===== src/rtl/operand_entry_pkg.sv =====
// -----------------------------------------------------------------------------
// operand_entry_pkg
// Definitions shared by operand_entry, key_debounce and the comparator that
// consumes num1/num2: default operand width, default debounce window, the
// edit-FSM state encoding and a helper that sizes the debounce counter.
// -----------------------------------------------------------------------------
package operand_entry_pkg;

  localparam int WIDTH_DEF      = 4;
  // 20 ms stability window at a 50 MHz clock.
  localparam int DEB_CYCLES_DEF = 1000000;

  // The state value is also the sel output: 0 edits num1, 1 edits num2.
  typedef enum logic {
    EDIT_N1 = 1'b0,
    EDIT_N2 = 1'b1
  } edit_state_e;

  // Counter bits needed to count 0..cycles-1; never narrower than one bit.
  function automatic int cnt_width(input int cycles);
    return (cycles > 1) ? $clog2(cycles) : 1;
  endfunction

endpackage


===== src/rtl/operand_entry_key_debounce.sv =====
// -----------------------------------------------------------------------------
// key_debounce
// Conditions one raw active-low push-button into a single-cycle press event.
//   clk    : system clock
//   rst    : asynchronous active-low reset
//   key_n  : raw button level, active-low, asynchronous to clk
//   press  : one-cycle pulse on each debounced 1->0 transition of the key
// The key is synchronized by two flops, then must hold a new level for
// DEB_CYCLES consecutive cycles before the stable level follows it. Releases
// produce no event.
// -----------------------------------------------------------------------------
module key_debounce
  import operand_entry_pkg::*;
#(
  parameter int DEB_CYCLES = DEB_CYCLES_DEF
) (
  input  logic clk,
  input  logic rst,
  input  logic key_n,
  output logic press
);

  localparam int              CNT_W    = cnt_width(DEB_CYCLES);
  localparam logic [CNT_W-1:0] CNT_LAST = CNT_W'(DEB_CYCLES - 1);

  logic [1:0]       sync_q, sync_d;
  logic [CNT_W-1:0] cnt_q, cnt_d;
  logic             stable_q, stable_d;
  logic             stable_dly_q, stable_dly_d;
  logic             press_q, press_d;

  always_comb begin
    sync_d       = {sync_q[0], key_n};
    stable_d     = stable_q;
    cnt_d        = '0;
    // The counter only runs while the synchronized level disagrees with the
    // stable level; any agreement restarts the window from zero.
    if (sync_q[1] != stable_q) begin
      if (cnt_q == CNT_LAST) begin
        stable_d = sync_q[1];
      end else begin
        cnt_d = cnt_q + CNT_W'(1);
      end
    end
    stable_dly_d = stable_q;
    press_d      = stable_dly_q & ~stable_q;
  end

  always_ff @(posedge clk or negedge rst) begin
    if (!rst) begin
      sync_q       <= 2'b11;
      cnt_q        <= '0;
      stable_q     <= 1'b1;
      stable_dly_q <= 1'b1;
      press_q      <= 1'b0;
    end else begin
      sync_q       <= sync_d;
      cnt_q        <= cnt_d;
      stable_q     <= stable_d;
      stable_dly_q <= stable_dly_d;
      press_q      <= press_d;
    end
  end

  assign press = press_q;

endmodule


===== src/rtl/operand_entry.sv =====
// -----------------------------------------------------------------------------
// operand_entry
// Two-button entry of two WIDTH-bit operands for the comparator.
//   clk        : system clock
//   rst        : asynchronous active-low reset
//   key_sel_n  : raw button, active-low; each press toggles the edited operand
//   key_inc_n  : raw button, active-low; each press increments it (wrapping)
//   num1, num2 : registered operands
//   sel        : 0 while editing num1, 1 while editing num2
//   upd        : one-cycle pulse in the cycle an operand shows its new value
// -----------------------------------------------------------------------------
module operand_entry
  import operand_entry_pkg::*;
#(
  parameter int WIDTH      = WIDTH_DEF,
  parameter int DEB_CYCLES = DEB_CYCLES_DEF
) (
  input  logic             clk,
  input  logic             rst,
  input  logic             key_sel_n,
  input  logic             key_inc_n,
  output logic [WIDTH-1:0] num1,
  output logic [WIDTH-1:0] num2,
  output logic             sel,
  output logic             upd
);

  logic sel_ev;
  logic inc_ev;

  edit_state_e      state_q, state_d;
  logic [WIDTH-1:0] num1_q, num1_d;
  logic [WIDTH-1:0] num2_q, num2_d;
  logic             upd_q, upd_d;

  function automatic logic [WIDTH-1:0] wrap_inc(input logic [WIDTH-1:0] v);
    return v + WIDTH'(1);
  endfunction

  key_debounce #(.DEB_CYCLES(DEB_CYCLES)) u_sel_deb (
    .clk   (clk),
    .rst   (rst),
    .key_n (key_sel_n),
    .press (sel_ev)
  );

  key_debounce #(.DEB_CYCLES(DEB_CYCLES)) u_inc_deb (
    .clk   (clk),
    .rst   (rst),
    .key_n (key_inc_n),
    .press (inc_ev)
  );

  // The increment looks at state_q, so a sel press in the same cycle only
  // takes effect after the currently selected operand has been bumped.
  always_comb begin
    state_d = state_q;
    num1_d  = num1_q;
    num2_d  = num2_q;
    upd_d   = 1'b0;
    if (inc_ev) begin
      if (state_q == EDIT_N1) begin
        num1_d = wrap_inc(num1_q);
      end else begin
        num2_d = wrap_inc(num2_q);
      end
      upd_d = 1'b1;
    end
    if (sel_ev) begin
      state_d = (state_q == EDIT_N1) ? EDIT_N2 : EDIT_N1;
    end
  end

  always_ff @(posedge clk or negedge rst) begin
    if (!rst) begin
      state_q <= EDIT_N1;
      num1_q  <= '0;
      num2_q  <= '0;
      upd_q   <= 1'b0;
    end else begin
      state_q <= state_d;
      num1_q  <= num1_d;
      num2_q  <= num2_d;
      upd_q   <= upd_d;
    end
  end

  assign num1 = num1_q;
  assign num2 = num2_q;
  assign sel  = (state_q == EDIT_N2);
  assign upd  = upd_q;

endmodule


===== config.mk =====
export PLATFORM = sky130hd
export DESIGN_NAME = operand_entry
export DESIGN_NICKNAME = d
export VERILOG_FILES = /design/src/rtl/operand_entry_pkg.sv /design/src/rtl/operand_entry_key_debounce.sv /design/src/rtl/operand_entry.sv
export SDC_FILE = /design/constraint.sdc
export NUM_CORES = 1
export LEC_CHECK = 0
export CORE_ASPECT_RATIO = 0.7
export CORE_MARGIN = 3
export CORE_UTILIZATION = 55
export DETAILED_ROUTE_END_ITERATION = 10
export PLACE_DENSITY = 0.73
export SYNTH_ARGS = -nofsm -noshare
export SYNTH_HDL_FRONTEND = slang
export SYNTH_SLANG_ARGS = --single-unit

===== constraint.sdc =====
create_clock -name clk -period 4.2 [get_ports clk]
set_input_delay 0.84 -clock clk [delete_from_list [all_inputs] [get_ports clk]]
set_output_delay 0.84 -clock clk [all_outputs]
set_load 0.02 [all_outputs]

[Yosys cells after proc, flatten, opt, wreduce, memory -nomap -nowiden]
Cells that the tools add are included.
Widths: inputs -> output; s select.
Storage, ports and cells
  register bits: 60
  bits in latches: 0
  memory bits (writable): 0
  bits in read-only memories: 0
  input bits: 4
  output and inout bits: 10
  word-level logic and storage cells: 37
  memories: 0
Operators by class
  add/subtract/negate cells: 4
  multipliers: 0
  div/mod/pow operators: 0
  order comparisons: 0
  equal/unequal tests: 4
  shifts and indexed selects: 0
  muxes and demuxes: 6
  bitwise gates (word level): 5
  reductions and logical operators: 4
Operators by type and width (count)
  $mux 20: 4
  $add 20x1->20 const B: 2
  $eq 20x20->1 const B: 2
  $add 4x1->4 const B: 2
  $reduce_and 2->1: 4
  $not 1->1: 3
  $and 1x1->1: 2
  $mux 1: 2
  $ne 1x1->1: 2

[Depth between registers and ports, before layout]
  depth in word-level cells: 3
  mapped depth: 6

[By module]
Synthesis repeated with hierarchy kept, for this count alone.
Unflattened totals
  cell total of the unflattened synthesis: 248
  area total of the unflattened synthesis: 2756.4 um^2
Modules (own cells, without submodules)
  key_debounce at u_sel_deb: instances 1, cells each 109, area each 1176.1 um^2, sequential area each 630.6 um^2
  key_debounce at u_inc_deb: instances 1, cells each 111, area each 1171.1 um^2, sequential area each 630.6 um^2
  operand_entry: instances 1, cells each 28, area each 409.1 um^2, sequential area each 250.2 um^2

[Worst setup path after synthesis]
OpenSTA, ideal clock, no wires.
  path type: register to register
  from: reg u_inc_deb.cnt_q[12]
  to: reg u_inc_deb.stable_q (netlist: u_inc_deb.stable_dly_d)
  arrival: 1.941 ns
  path slack: 2.174 ns
  stages on the path, launching flop included: 5
  path buffers: 0
  cells stage by stage: dfrtp_1 -> or4_1 -> or4_4 -> nor2_1 -> mux2_1
Between the ends
  word-level cells in the longest chain between the ends: 2
Ends and longest elaborated chain
  from (decl): line operand_entry_key_debounce.sv:27  | logic [CNT_W-1:0] cnt_q, cnt_d;
  from (signal assigned): line operand_entry_key_debounce.sv:58  | cnt_q <= cnt_d;
  $eq 20x20->1: line operand_entry_key_debounce.sv:39  | if (cnt_q == CNT_LAST) begin
  $reduce_and 2->1 (no source line)
  to (signal assigned): line operand_entry_key_debounce.sv:59  | stable_q <= stable_d;
  to (decl): line operand_entry_key_debounce.sv:28  | logic stable_q, stable_d;
No other way between the ends.
A chain may end at the register's enable or synchronous reset.

[Final worst setup path]
  from: reg state_q (netlist: sel)
  to: out sel
RTL lines
  from (decl): line operand_entry.sv:31  | edit_state_e state_q, state_d;
  from (signal assigned): line operand_entry.sv:81  | state_q <= state_d;
  to (decl): line operand_entry.sv:24  | output logic sel,
No word-level cell between the ends.

==> flow_summary.ini <==
[floorplan]
coreArea_um2 = 4530
initial_core_util_pct = 59.5
ios = 14
die_w_um = 89.6
die_area_um2 = 5790
dieHeight_um = 64.6
num_rows = 20

[setup_path]
endpoint_kind = output pin
crit_buf_inv = 1
crit_slowest_cell = clkdlybuf4s50_1
arrival_ns = 1.39
criticalPathCategory = reg2out
path_cells = clkdlybuf4s50_1
cpLargestDelayFamily = buffers and inverters
setup.worst_path.start_class = flip-flop
max_stage_delay_ns = 0.63
cp_max_fo = 5
rr_worst_depth = 4
r2r-start = u_inc_deb.cnt_q[12]
reg2reg_slack_ns = 1.99
worstReg2RegEnd = u_inc_deb.stable_dly_d
worstPathRequired_ns = 3.36

[global_route]
grt-ovfl-total = 0
grt_pass1_vias = 1681
top_usage_layer = met1
grt_util_met2_pct = 23.7
grt_max_degree = 39
grt_pass1_wl_um = 8070
grtUsageTotal_pct = 18.7
globalRouteMet1Util_pct = 28.3
grt_use_met3_pct = 7.24
antenna_found_initial = 0

[sta]
maxSlewHeadroom_pct = 45.9
finalWorstSetupSlack_ns = 1.97
final_max_slew_viol_count = 0
hold_violations = 0
tightest_slew_ns = 0.811
fin_crit_ns = 2.23
fin_skew_ns = 0.0114
rsz0062_at_grt = no
period_share_pct = 53.1
fmax_mhz = 448
tns_ns = 0
finalSetupViolCount = 0

[power]
seqPwrFrac_pct = 50.9
swShare_pct = 21.1
peakVddDrop_mv = 0.374
total_power_w = 0.00116
clockPowerShare_pct = 46.5
p_int_w = 0.000918
power.density_nw_per_um2 = 374
leakagePower_nw = 1.29
comb_power_share_pct = 2.6
p_sw_w = 0.000246

[cts]
clk_latency_ns = 0.34
post_cts_buffers = 0
hold_buffers = 0
numCtsBuffers = 9
cts_tree = yes
htreeDepth = 3
cts_sinks = 60
cts_repair_resize_count = 0
clk_pin_slew_ns = 0.07
root_buffer = clkbuf_8
clock_path_buffers = 2

[placement]
dp_slack_ns = 2.00
gp_congestion = 0.787
dpl_cell_area_um2 = 2890
dp_hpwl_um = 3060
portBuffers = 13

[worst_hold_path]
hold_path.class = reg2reg
hold_path_depth = 0
hold_path.startpoint = u_inc_deb.sync_q[0]
min_delay_worst_endpoint = u_inc_deb.sync_q[1]

[job]
drv_cap = 0

[drt]
wl_per_cell_um = 12.9
postRouteAntennaNets = 0
remaining_drc_errors = 0
vias = 1840
drt-pass1-iter-count = 4
drtIter0Drc = 140
vias_per_cell = 5.32
drt_wl_total_um = 4450

[yosys]
yosys_warnings = 0
synth_cells = 253
syn_avg_cell_area_um2 = 10.6
synth-seq-cells = 60
yosysUniqueCellTypes = 33
synth_area_um2 = 2690
syn_nets = 261
ys_seq_area_share_pct = 56.1

[finish]
multi_input_comb_area_um2 = 1130
area_growth_pct = 15.3
finish.utilization_pct = 68.6
diodes = 0
fin_area_um2 = 3110
fill_cells = 341
layout.area.seq_um2 = 1510
drive_gt1_share_pct = 11.8
final_nets = 283

[status]
status = finished clean
state kept, by name (all words and copies together), names as in the netlist:
name,flops
u_inc_deb.cnt_q,20
u_sel_deb.cnt_q,20
num1,4
num2,4
u_inc_deb.sync_q,2
u_sel_deb.sync_q,2
sel,1
u_inc_deb.press,1
u_inc_deb.stable_dly_d,1
u_inc_deb.stable_dly_q,1
u_sel_deb.press,1
u_sel_deb.stable_dly_d,1
u_sel_deb.stable_dly_q,1
upd,1
Yosys cell counts:
library cell | number | area [µm²]
a21oi_1 | 9 | 45.0
a31o_2 | 1 | 8.76
and2_1 | 2 | 12.5
and3_1 | 5 | 31.3
buf_2 | 1 | 5.00
buf_6 | 1 | 11.3
clkbuf_1 | 2 | 7.51
dfrtp_1 | 52 | 1300
dfstp_2 | 8 | 210
ha_1 | 4 | 50.1
inv_1 | 8 | 30.0
mux2_1 | 1 | 11.3
mux2_2 | 3 | 33.8
mux2i_1 | 2 | 20.0
nand2_1 | 13 | 48.8
nand3_1 | 15 | 75.1
nand3_2 | 1 | 10.0
nand4_1 | 10 | 62.6
nor2_1 | 37 | 139
nor2b_1 | 4 | 25.0
nor3_1 | 7 | 35.0
nor4_1 | 7 | 43.8
nor4b_1 | 1 | 8.76
o21ai_0 | 9 | 45.0
o21ai_1 | 1 | 5.00
o21ai_4 | 1 | 16.3
o31ai_1 | 1 | 7.51
or3_1 | 7 | 43.8
or4_1 | 4 | 30.0
or4_4 | 1 | 11.3
or4bb_1 | 1 | 11.3
xnor2_1 | 23 | 201
xor2_1 | 11 | 96.3
per-layer routing:
metal | vias up | wire, µm
li1 | 925 | -
met1 | 873 | 2450
met2 | 33 | 1720
met3 | 9 | 213
met4 | 0 | 66
met5 | - | 0
worst max path at each step:
stage	startpoint	to	slack, ns	depth (start not counted)
global placement	u_inc_deb.cnt_q[12]	u_inc_deb.stable_dly_d	2.03	4
global route	u_inc_deb.cnt_q[0]	u_inc_deb.cnt_q[10]	1.82	5
finish	sel	sel	1.97	1
floorplan	u_inc_deb.cnt_q[12]	u_inc_deb.stable_dly_d	2.17	4
detailed placement	u_inc_deb.cnt_q[12]	u_inc_deb.cnt_q[6]	2.00	4
CTS	sel	sel	1.94	1
kinds of logic (layout without fill, tap and decap cells):
| family | after synthesis | after routing | share of synthesized area (%) |
|---|---|---|---|
| muxes | 6 | 6 | 2.42 |
| and+or+nand+nor | 115 | 115 | 21.8 |
| AOI/OAI and AO/OA | 22 | 22 | 4.74 |
| DFF | 60 | 60 | 56.1 |
| adders and majority gates | 4 | 4 | 1.86 |
| buffers and inverters | 12 | 39 | 2.00 |
| xor gates and xnor gates | 34 | 34 | 11.1 |
stage by stage:
stage / cells / hold slack [ns]
floorplan: 253 / 0.345
detailed placement: 330 / 0.349
global route: 346 / 0.361
global placement: 330 / 0.347
CTS: 346 / 0.359
finish: 346 / 0.358
placed cells by master, fill, tap and decap left out, types with 8 or more instances in the layout:
cell type        netlist  routed
dfrtp_1               52      52
nor2_1                37      37
xnor2_1               23      23
nand3_1               15      15
nand2_1               13      13
clkbuf_8               0      12
clkdlybuf4s50_1        0      12
xor2_1                11      11
nand4_1               10      10
a21oi_1                9       9
o21ai_0                9       9
inv_1                  8       8
dfstp_2                8       8
layout make-up:
class | instances | share of cell area, %
clock buffers | 13 | 5.44
clock inverters | 3 | 1.45
inverters | 8 | 0.967
multi-input cells | 181 | 36.3
flip-flops and latches | 60 | 48.7
well taps | 66 | 2.66
repair buffers | 15 | 4.51
power by group through the flow:
stage	clock, W	combinational (W)	sequential, W
CTS	0.000554	0.0000317	0.000592
finish	0.000541	0.0000302	0.000592
detailed placement	0	0.0000313	0.000602
global route	0.000591	0.0000361	0.000592
floorplan	0	0.0000139	0.000601
global placement	0	0.0000309	0.000602
Power figures use the tool's default switching activity.
